--- src/rtl/store_align_unit_pkg.sv ---
// Shared definitions for the store alignment path: width codes (shared with the
// load reduce path), the store FSM state type and a width-code decoder.
package store_align_unit_pkg;

    localparam logic [2:0] WIDTH_WORD  = 3'b000;
    localparam logic [2:0] WIDTH_HALF  = 3'b010;
    localparam logic [2:0] WIDTH_HALFU = 3'b110;
    localparam logic [2:0] WIDTH_BYTE  = 3'b001;
    localparam logic [2:0] WIDTH_BYTEU = 3'b101;

    typedef enum logic [1:0] {
        IDLE  = 2'd0,
        BEAT0 = 2'd1,
        BEAT1 = 2'd2
    } state_t;

    // Returns {legal, mask}. Signed/unsigned variants are equivalent for stores.
    function automatic logic [4:0] width_decode(input logic [2:0] width);
        logic [4:0] dec;
        case (width)
            WIDTH_WORD:              dec = 5'b1_1111;
            WIDTH_HALF, WIDTH_HALFU: dec = 5'b1_0011;
            WIDTH_BYTE, WIDTH_BYTEU: dec = 5'b1_0001;
            default:                 dec = 5'b0_0000;
        endcase
        return dec;
    endfunction

endpackage

--- src/rtl/store_lane_shift.sv ---
// Combinational lane math for a store: places register data into byte lanes
// across two consecutive words and flags boundary crossings and bad widths.
module store_lane_shift
    import store_align_unit_pkg::*;
(
    input  logic [1:0]  off,
    input  logic [2:0]  width,
    input  logic [31:0] data,
    output logic [63:0] d64,
    output logic [7:0]  be8,
    output logic        split,
    output logic        illegal
);

    logic [4:0] dec;

    always_comb begin
        dec     = width_decode(width);
        illegal = !dec[4];
        be8     = {4'b0000, dec[3:0]} << off;
        d64     = {32'b0, data} << {off, 3'b000};
        split   = |be8[7:4];
    end

endmodule

--- src/rtl/store_align_unit.sv ---
// Store alignment unit: accepts a store request, shifts it into byte lanes and
// issues one or two word-aligned write beats to the data memory port.
module store_align_unit
    import store_align_unit_pkg::*;
#(
    parameter bit SPLIT_MISALIGNED = 1'b1
) (
    input  logic        clk,
    input  logic        reset,
    input  logic        StoreValid,
    output logic        StoreReady,
    input  logic [31:0] StoreAddr,
    input  logic [31:0] StoreData,
    input  logic [2:0]  WidthSrc,
    output logic        MemWriteValid,
    input  logic        MemWriteReady,
    output logic [31:0] MemAddr,
    output logic [31:0] MemWriteData,
    output logic [3:0]  MemByteEn,
    output logic        StoreErr,
    output logic        Busy
);

    // Handshakes: a request is taken when StoreValid && StoreReady on a rising
    // edge; a beat moves when MemWriteValid && MemWriteReady. A presented beat
    // keeps its address/data/enables unchanged until it moves.

    state_t      state;
    logic [63:0] d64;
    logic [7:0]  be8;
    logic        split;
    logic        illegal;
    logic [31:0] word_addr;
    logic [31:0] beat1_addr;
    logic [31:0] beat1_data;
    logic [3:0]  beat1_be;
    logic        split_r;
    logic        xfer;
    logic        final_beat;
    logic        accept;
    logic        drop;

    store_lane_shift u_lane_shift (
        .off     (StoreAddr[1:0]),
        .width   (WidthSrc),
        .data    (StoreData),
        .d64     (d64),
        .be8     (be8),
        .split   (split),
        .illegal (illegal)
    );

    assign word_addr  = {StoreAddr[31:2], 2'b00};
    assign xfer       = MemWriteValid && MemWriteReady;
    assign final_beat = (state == BEAT1) || ((state == BEAT0) && !split_r);
    // Only combinational path from MemWriteReady: lets aligned stores stream.
    assign StoreReady = (state == IDLE) || (final_beat && MemWriteReady);
    assign accept     = StoreValid && StoreReady;
    assign drop       = illegal || (split && !SPLIT_MISALIGNED);
    assign Busy       = (state != IDLE);

    always_ff @(posedge clk) begin
        if (reset) begin
            state         <= IDLE;
            MemWriteValid <= 1'b0;
            MemAddr       <= '0;
            MemWriteData  <= '0;
            MemByteEn     <= '0;
            StoreErr      <= 1'b0;
            beat1_addr    <= '0;
            beat1_data    <= '0;
            beat1_be      <= '0;
            split_r       <= 1'b0;
        end else begin
            StoreErr <= 1'b0;
            if ((state == BEAT0) && xfer && split_r) begin
                state        <= BEAT1;
                MemAddr      <= beat1_addr;
                MemWriteData <= beat1_data;
                MemByteEn    <= beat1_be;
            end else if (accept && drop) begin
                state         <= IDLE;
                MemWriteValid <= 1'b0;
                StoreErr      <= 1'b1;
            end else if (accept) begin
                state         <= BEAT0;
                MemWriteValid <= 1'b1;
                MemAddr       <= word_addr;
                MemWriteData  <= d64[31:0];
                MemByteEn     <= be8[3:0];
                beat1_addr    <= word_addr + 32'd4;
                beat1_data    <= d64[63:32];
                beat1_be      <= be8[7:4];
                split_r       <= split;
            end else if (xfer) begin
                state         <= IDLE;
                MemWriteValid <= 1'b0;
            end
        end
    end

endmodule

--- config.mk ---
export PLATFORM = sky130hd
export DESIGN_NAME = store_align_unit
export DESIGN_NICKNAME = d
export VERILOG_FILES = /design/src/rtl/store_align_unit_pkg.sv /design/src/rtl/store_lane_shift.sv /design/src/rtl/store_align_unit.sv
export SDC_FILE = /design/constraint.sdc
export NUM_CORES = 1
export LEC_CHECK = 0
export ABC_AREA = 0
export ABC_CLOCK_PERIOD_IN_PS = 3170
export BUFFER_PORTS_ARGS = -buffer_cell sky130_fd_sc_hd__buf_2
export CORE_MARGIN = 2
export CORE_UTILIZATION = 30
export CTS_BUF_LIST = sky130_fd_sc_hd__clkbuf_16
export DETAILED_ROUTE_END_ITERATION = 7
export SYNTH_ARGS = -nofsm -noshare
export SYNTH_HDL_FRONTEND = slang
export SYNTH_SLANG_ARGS = --single-unit
--- constraint.sdc ---
create_clock -name clk -period 3.17 [get_ports clk]
set_input_delay 0.951 -clock clk [delete_from_list [all_inputs] [get_ports clk]]
set_output_delay 0.951 -clock clk [all_outputs]
set_load 0.01 [all_outputs]
==> run summary, run 1 <==
max_slew headroom: 0.438
clock latency on the worst-skew pair: 0.42 ns
critical path start-end classification: input port to output port
die area: 20900 µm²
count of maximum capacitance violations: 0
Setup Fix Bufs, Post-CTS: 0
kind of end point of the critical path: output port
TritonCTS Sinks: 128
most frequently used flop master after synthesis: sky130_fd_sc_hd__dfxtp_1
post-synthesis instance total: 680
die boundary width: 145 µm
CTS tree: yes
final critical delay including setup and external delays: 2.69 ns
PostCTS Resize Cnt: 0
residual DRC count: 0
unrepaired setup endpoints after global routing: no
launch instance of the worst min-delay path: MemAddr[15]
hold violation total from the final report: 0
skew final: 0.00928 ns
total negative slack for setup checks: 0 ns
share of flip-flops with an asynchronous set or reset after synthesis: 0
register bit count reported by yosys: 128
Peak supply drop: 0.410 mV
Synth area leaders: sky130_fd_sc_hd__dfxtp_1, sky130_fd_sc_hd__nor2_1, sky130_fd_sc_hd__a21oi_1
Arr. time, crit path: 1.74 ns
Critical Path Start Type: input port
number of core rows: 51
Yosys Warn Count: 0
Sw Ratio: 0.282
Post-Place Cells: 1049
core footprint: 19400 µm²
clock buffer depth: 2
wire per inst: 16.9 µm
power density over the cells: 579 nW/µm²
grt ovf: 0
global-route wire length before repair: 28.3 mm
run status: complete, no violations
combinational share of power: 0.135
Via density: 5.18
number of H-tree levels: 4
Inserted Diodes: 0
Detail Route Antenna Nets: 0
Int Power: 3130 µW
number of synthesized flops with an enable pin: 0
timing startpoint of the critical path: MemWriteReady
area share of the leading cell type in the synthesized netlist: 0.432
setup violators final: 0
final critical-path share of the clock period: 0.848
hold slack final: 0.450 ns
Initial Utilization: 0.306
Tot Pwr: 4360 µW
pin count of the biggest net entering global routing: 70
Worst Hold Class: flip-flop to flip-flop
drt pass-1 iters: 5
Highest Clock Rate: 0.372 GHz
Netlist cell types: 54
final standard cell count with taps included and fillers excluded: 1081
via count of the first global-routing pass: 5169
number of slew-limit violations in the final report: 0
clock root buffer master: sky130_fd_sc_hd__clkbuf_16
critical path data required time: 2.22 ns
most repeated cell in the gate-level netlist after synthesis: sky130_fd_sc_hd__dfxtp_1
Placer Congestion: 0.874
CTS Hold Bufs: 0
mapped cell area: 5930 µm²
Reg2Reg Launch Point: split_r
post-DP HPWL: 12.7 mm
post-synthesis sequential area ratio: 0.432
power dissipated by switching net loads: 1230 µW
height of the die: 145 µm
proportion of power drawn by the clock network: 0.461
IO Pins: 143
Clock Pin Slew Worst Setup and Hold Paths: 0.06 ns
slew of the pin with the lowest slew margin: 0.838 ns
P_leak: 0.00298 µW
count of routing violations after the opening detailed-route iteration: 410
number of CTS-inserted buffers: 17
fraction of final layout cells with drive strength greater than 1: 0.288
GRT Overall Usage: 0.175
area growth from synthesis to final layout: 27.0%
post-synthesis average cell area: 8.72 µm²
number of I/O port buffers: 140
net count reported at finish: 875
critical path peak fanout: 6
area leader, netlist: sky130_fd_sc_hd__dfxtp_1
antenna violations before repair: 3
Routed Wire Length: 18.3 mm
proportion of power drawn by flip-flops and latches: 0.405
via total after detailed routing: 5595
most frequent cells after synthesis: sky130_fd_sc_hd__dfxtp_1, sky130_fd_sc_hd__nor2_1, sky130_fd_sc_hd__nand2_1
per-layer routing:
| metal | part of all wire | track usage | wire length (µm) | up-vias |
|---|---|---|---|---|
| met1 | 0.46 | 0.233 | 8340 | 2630 |
| met4 | 0.010 | 0.0475 | 191 | 4 |
| li1 | - | - | - | 2733 |
| met2 | 0.46 | 0.276 | 8390 | 210 |
| met5 | 0.00098 | 0 | 18 | - |
| met3 | 0.075 | 0.0507 | 1370 | 18 |
kinds of logic (layout without fill, tap and decap cells):
logic type | after synthesis | in the layout | share of synthesized area
AO/OA/AOI/OAI | 182 | 182 | 0.211
XOR/XNOR | 27 | 27 | 0.0399
adder cells (fa/ha/maj) | 1 | 1 | 0.00211
buffers and inverters | 63 | 198 | 0.0488
flip-flops | 128 | 128 | 0.432
multiplexers | 31 | 31 | 0.0570
other | 1 | 2 | 0.000633
AND/OR/NAND/NOR | 247 | 247 | 0.208
worst paths after layout:
| path | end | slack [ns] | cells past startpoint |
|---|---|---|---|
| max | StoreReady | 0.48 | 4 |
| max reg2reg | MemWriteData[20] | 1.09 | 6 |
| min | MemAddr[15] | 0.45 | 2 |
| min reg2reg | MemAddr[15] | 0.45 | 2 |
critical path: stages:
cell and delay (ns):
sky130_fd_sc_hd__buf_2 0.13, sky130_fd_sc_hd__nor2b_1 0.16, sky130_fd_sc_hd__or3_1 0.35, sky130_fd_sc_hd__buf_2 0.15
registers in the layout, indices dropped and copies added, names as in the netlist:
register,count
StoreErr,1
beat1_data,24
MemAddr,30
MemWriteData,32
beat1_be,3
MemWriteValid,1
split_r,1
beat1_addr,30
MemByteEn,4
state,2
cell usage in the layout, fill, tap and decap left out, drive strengths merged, types with 2 or more instances in the layout:
master / synthesis / routed
bufinv: 0 / 2
nor4: 6 / 6
a211oi: 32 / 32
nor3: 15 / 15
mux2: 22 / 22
clkinvlp: 0 / 3
nor3b: 2 / 2
o21ai: 17 / 17
nand3: 32 / 32
and3: 3 / 3
nand3b: 8 / 8
xnor2: 5 / 5
nand2: 66 / 66
a21oi: 57 / 57
inv: 4 / 12
a221oi: 13 / 13
conb: 1 / 2
buf: 27 / 162
xor2: 22 / 22
or3: 5 / 5
o31ai: 9 / 9
and4: 2 / 2
dfxtp: 128 / 128
a21o: 2 / 2
nor2: 83 / 83
nand4: 12 / 12
and2: 2 / 2
a22oi: 27 / 27
clkinv: 0 / 2
clkbuf: 31 / 17
nor2b: 10 / 10
a31oi: 4 / 4
a222oi: 16 / 16
mux2i: 9 / 9
through the flow:
step	area, µm²	util	worst slack, ns
6_report	7530	0.388	0.483
5_1_grt	7530	0.388	0.462
4_1_cts	7530	0.388	0.478
3_5_place_dp	6930	0.357	0.402
3_3_place_gp	6930	0.357	0.437
2_1_floorplan	5930	-	0.744
final cells by class:
cell class | count | area (µm²)
Clock buffer | 17 | 425
Clock inverter | 15 | 175
Fill cell | 1988 | 11900
Inverter | 4 | 15.0
Multi-Input combinational cell | 490 | 3100
Sequential cell | 128 | 2560
Tap cell | 265 | 332
Timing Repair Buffer | 162 | 918
power groups by stage:
stage	sequential (µW)	clock [µW]	combinational (µW)
5_1_grt	1780	2130	645
6_report	1760	2010	587
4_1_cts	1770	2040	588
3_3_place_gp	1800	0	582
2_1_floorplan	1810	0	335
3_5_place_dp	1800	0	585
Power figures use the tool's default switching activity.
==> run 2, diff against run 1 <==
--- a/config.mk
+++ b/config.mk
@@ -6,7 +6,7 @@
 export NUM_CORES = 1
 export LEC_CHECK = 0
 export ABC_AREA = 0
-export ABC_CLOCK_PERIOD_IN_PS = 3170
+export ABC_CLOCK_PERIOD_IN_PS = 2800
 export BUFFER_PORTS_ARGS = -buffer_cell sky130_fd_sc_hd__buf_2
 export CORE_MARGIN = 2
 export CORE_UTILIZATION = 30
==> constraint.sdc (replaced) <==
create_clock -name clk -period 2.8 [get_ports clk]
set_input_delay 0.84 -clock clk [delete_from_list [all_inputs] [get_ports clk]]
set_output_delay 0.84 -clock clk [all_outputs]
set_load 0.01 [all_outputs]
==> run summary, run 2 (synthesis gave the netlist of run 1 again) <==
number of slew-limit violations in the final report: 0 (unchanged)
critical path data required time: 1.96 ns (-0.26 ns)
critical path peak fanout: 6 (unchanged)
kind of end point of the critical path: output port
register with the most flip-flops: MemWriteData
unrepaired setup endpoints after global routing: no
skew final: 0.0114 ns (+0.00214 ns)
Critical Path Start Type: input port
commonest non-fill, non-tap cell in the layout: sky130_fd_sc_hd__buf_2
clock latency on the worst-skew pair: 0.42 ns (about the same)
max_slew headroom: 0.459 (+0.0209)
max FFs per register: 32 (unchanged)
die area: 20900 µm² (unchanged)
critical path start-end classification: input port to output port
via total after detailed routing: 5538 (-1.0%)
Clock Pin Slew Worst Setup and Hold Paths: 0.06 ns (about the same)
grt ovf: 0 (unchanged)
residual DRC count: 0 (unchanged)
clock buffer depth: 2 (unchanged)
core footprint: 19400 µm² (unchanged)
CTS tree: yes
Detail Route Antenna Nets: 0 (unchanged)
net count reported at finish: 875 (unchanged)
fraction of final layout cells with drive strength greater than 1: 0.287 (-0.00123)
Setup Fix Bufs, Post-CTS: 0 (unchanged)
Arr. time, crit path: 1.61 ns (-0.13 ns)
wire per inst: 16.8 µm (-0.60%)
post-DP HPWL: 12.5 mm (-1.8%)
IO Pins: 143 (unchanged)
count of maximum capacitance violations: 0 (unchanged)
P_leak: 0.00299 µW (+0.26%)
number of I/O port buffers: 140 (unchanged)
setup violators final: 0 (unchanged)
Filler Cells Inserted: 2012 (+1.2%)
total negative slack for setup checks: 0 ns (unchanged)
Peak supply drop: 0.423 mV (+3.1%)
height of the die: 145 µm (unchanged)
Placer Congestion: 0.838 (-4.2%)
most frequent cells in the layout: sky130_fd_sc_hd__buf_2, sky130_fd_sc_hd__dfxtp_1, sky130_fd_sc_hd__nor2_1, sky130_fd_sc_hd__nand2_1, sky130_fd_sc_hd__a21oi_1
PostCTS Resize Cnt: 0 (unchanged)
Worst Hold Class: flip-flop to flip-flop
final critical-path share of the clock period: 0.875
run status: complete, no violations
Highest Clock Rate: 0.408 GHz
slew of the pin with the lowest slew margin: 0.811 ns (-0.0268 ns)
power density over the cells: 649 nW/µm² (+12%)
number of CTS-inserted buffers: 17 (unchanged)
area growth from synthesis to final layout: 27.1% (about the same)
number of H-tree levels: 4 (unchanged)
die boundary width: 145 µm (unchanged)
largest registers: MemWriteData x32, MemAddr x30, beat1_addr x30
Initial Utilization: 0.306 (unchanged)
count of routing violations after the opening detailed-route iteration: 449 (+9.5%)
final critical delay including setup and external delays: 2.45 ns
pin count of the biggest net entering global routing: 119 (+70%)
TritonCTS Sinks: 128 (unchanged)
GRT Overall Usage: 0.172 (-0.00310)
clock root buffer master: sky130_fd_sc_hd__clkbuf_16
antenna violations before repair: 2 (-1)
global-route wire length before repair: 27.6 mm (-2.4%)
number of core rows: 51 (unchanged)
CTS Hold Bufs: 0 (unchanged)
hold violation total from the final report: 0 (unchanged)
via count of the first global-routing pass: 5037 (-2.6%)
post-layout util: 0.388 (about the same)
Via density: 5.11 (-1.3%)
Routed Wire Length: 18.2 mm (-0.32%)
drt pass-1 iters: 5 (unchanged)
==> run 2: changes by cell type in the layout (fill, tap and decap cells not counted) <==
cell	change
sky130_fd_sc_hd__inv_8	-2
sky130_fd_sc_hd__diode_2	+3
sky130_fd_sc_hd__buf_12	+1
sky130_fd_sc_hd__clkinv_4	+1
sky130_fd_sc_hd__clkinv_2	+1
sky130_fd_sc_hd__inv_1	+1
sky130_fd_sc_hd__inv_6	-1
sky130_fd_sc_hd__buf_4	-1
==> run 2: layout make-up <==
type,count,area (µm²),share of cell area
Multi-Input combinational cell,490,3100,0.411
Sequential cell,128,2560,0.340
Timing Repair Buffer,162,931,0.124
Clock buffer,17,425,0.0565
Tap cell,265,332,0.0440
Clock inverter,15,161,0.0214
Inverter,4,15.0,0.00199
Antenna cell,3,7.51,0.000997
==> run 2: stage by stage <==
step	std cells	worst slack [ns]	area (µm²)	hold slack, ns	power, µW
after global placement	1049	0.285	6940	0.440	2700
after CTS	1081	0.341	7520	0.454	4930
after floorplan	681	0.596	5930	0.432	2430
final	1084	0.349	7530	0.451	4890
after detailed placement	1049	0.272	6940	0.445	2700
after global routing	1081	0.319	7520	0.463	5080
==> run 2: final timing paths <==
kind / start / endpoint / slack (ns) / cells after the start
worst max-delay path: MemWriteReady / StoreReady / 0.35 / 4
worst min-delay path: beat1_data[22] / beat1_data[22] / 0.45 / 2
worst max register to register: state[1] / beat1_data[7] / 0.86 / 6
worst min register to register: beat1_data[22] / beat1_data[22] / 0.45 / 2
==> run 2: power breakdown <==
part           total, µW  switching, µW  internal, µW
combinational        668            399           269
clock               2220            899          1320
sequential          2000           62.9          1940
total               4890           1360          3530
==> run 2: critical path, cell delays in order <==
cell	delay [ns]
sky130_fd_sc_hd__buf_2	0.12
sky130_fd_sc_hd__nor2b_1	0.16
sky130_fd_sc_hd__or3_1	0.35
sky130_fd_sc_hd__buf_2	0.14
==> run 2: per-layer routing <==
layer / up-vias / track usage / wire length, µm
li1: 2732 / - / -
met1: 2586 / 0.230 / 8390
met2: 196 / 0.264 / 8060
met3: 24 / 0.0450 / 1420
met4: 0 / 0.0675 / 375
met5: - / 0 / 0
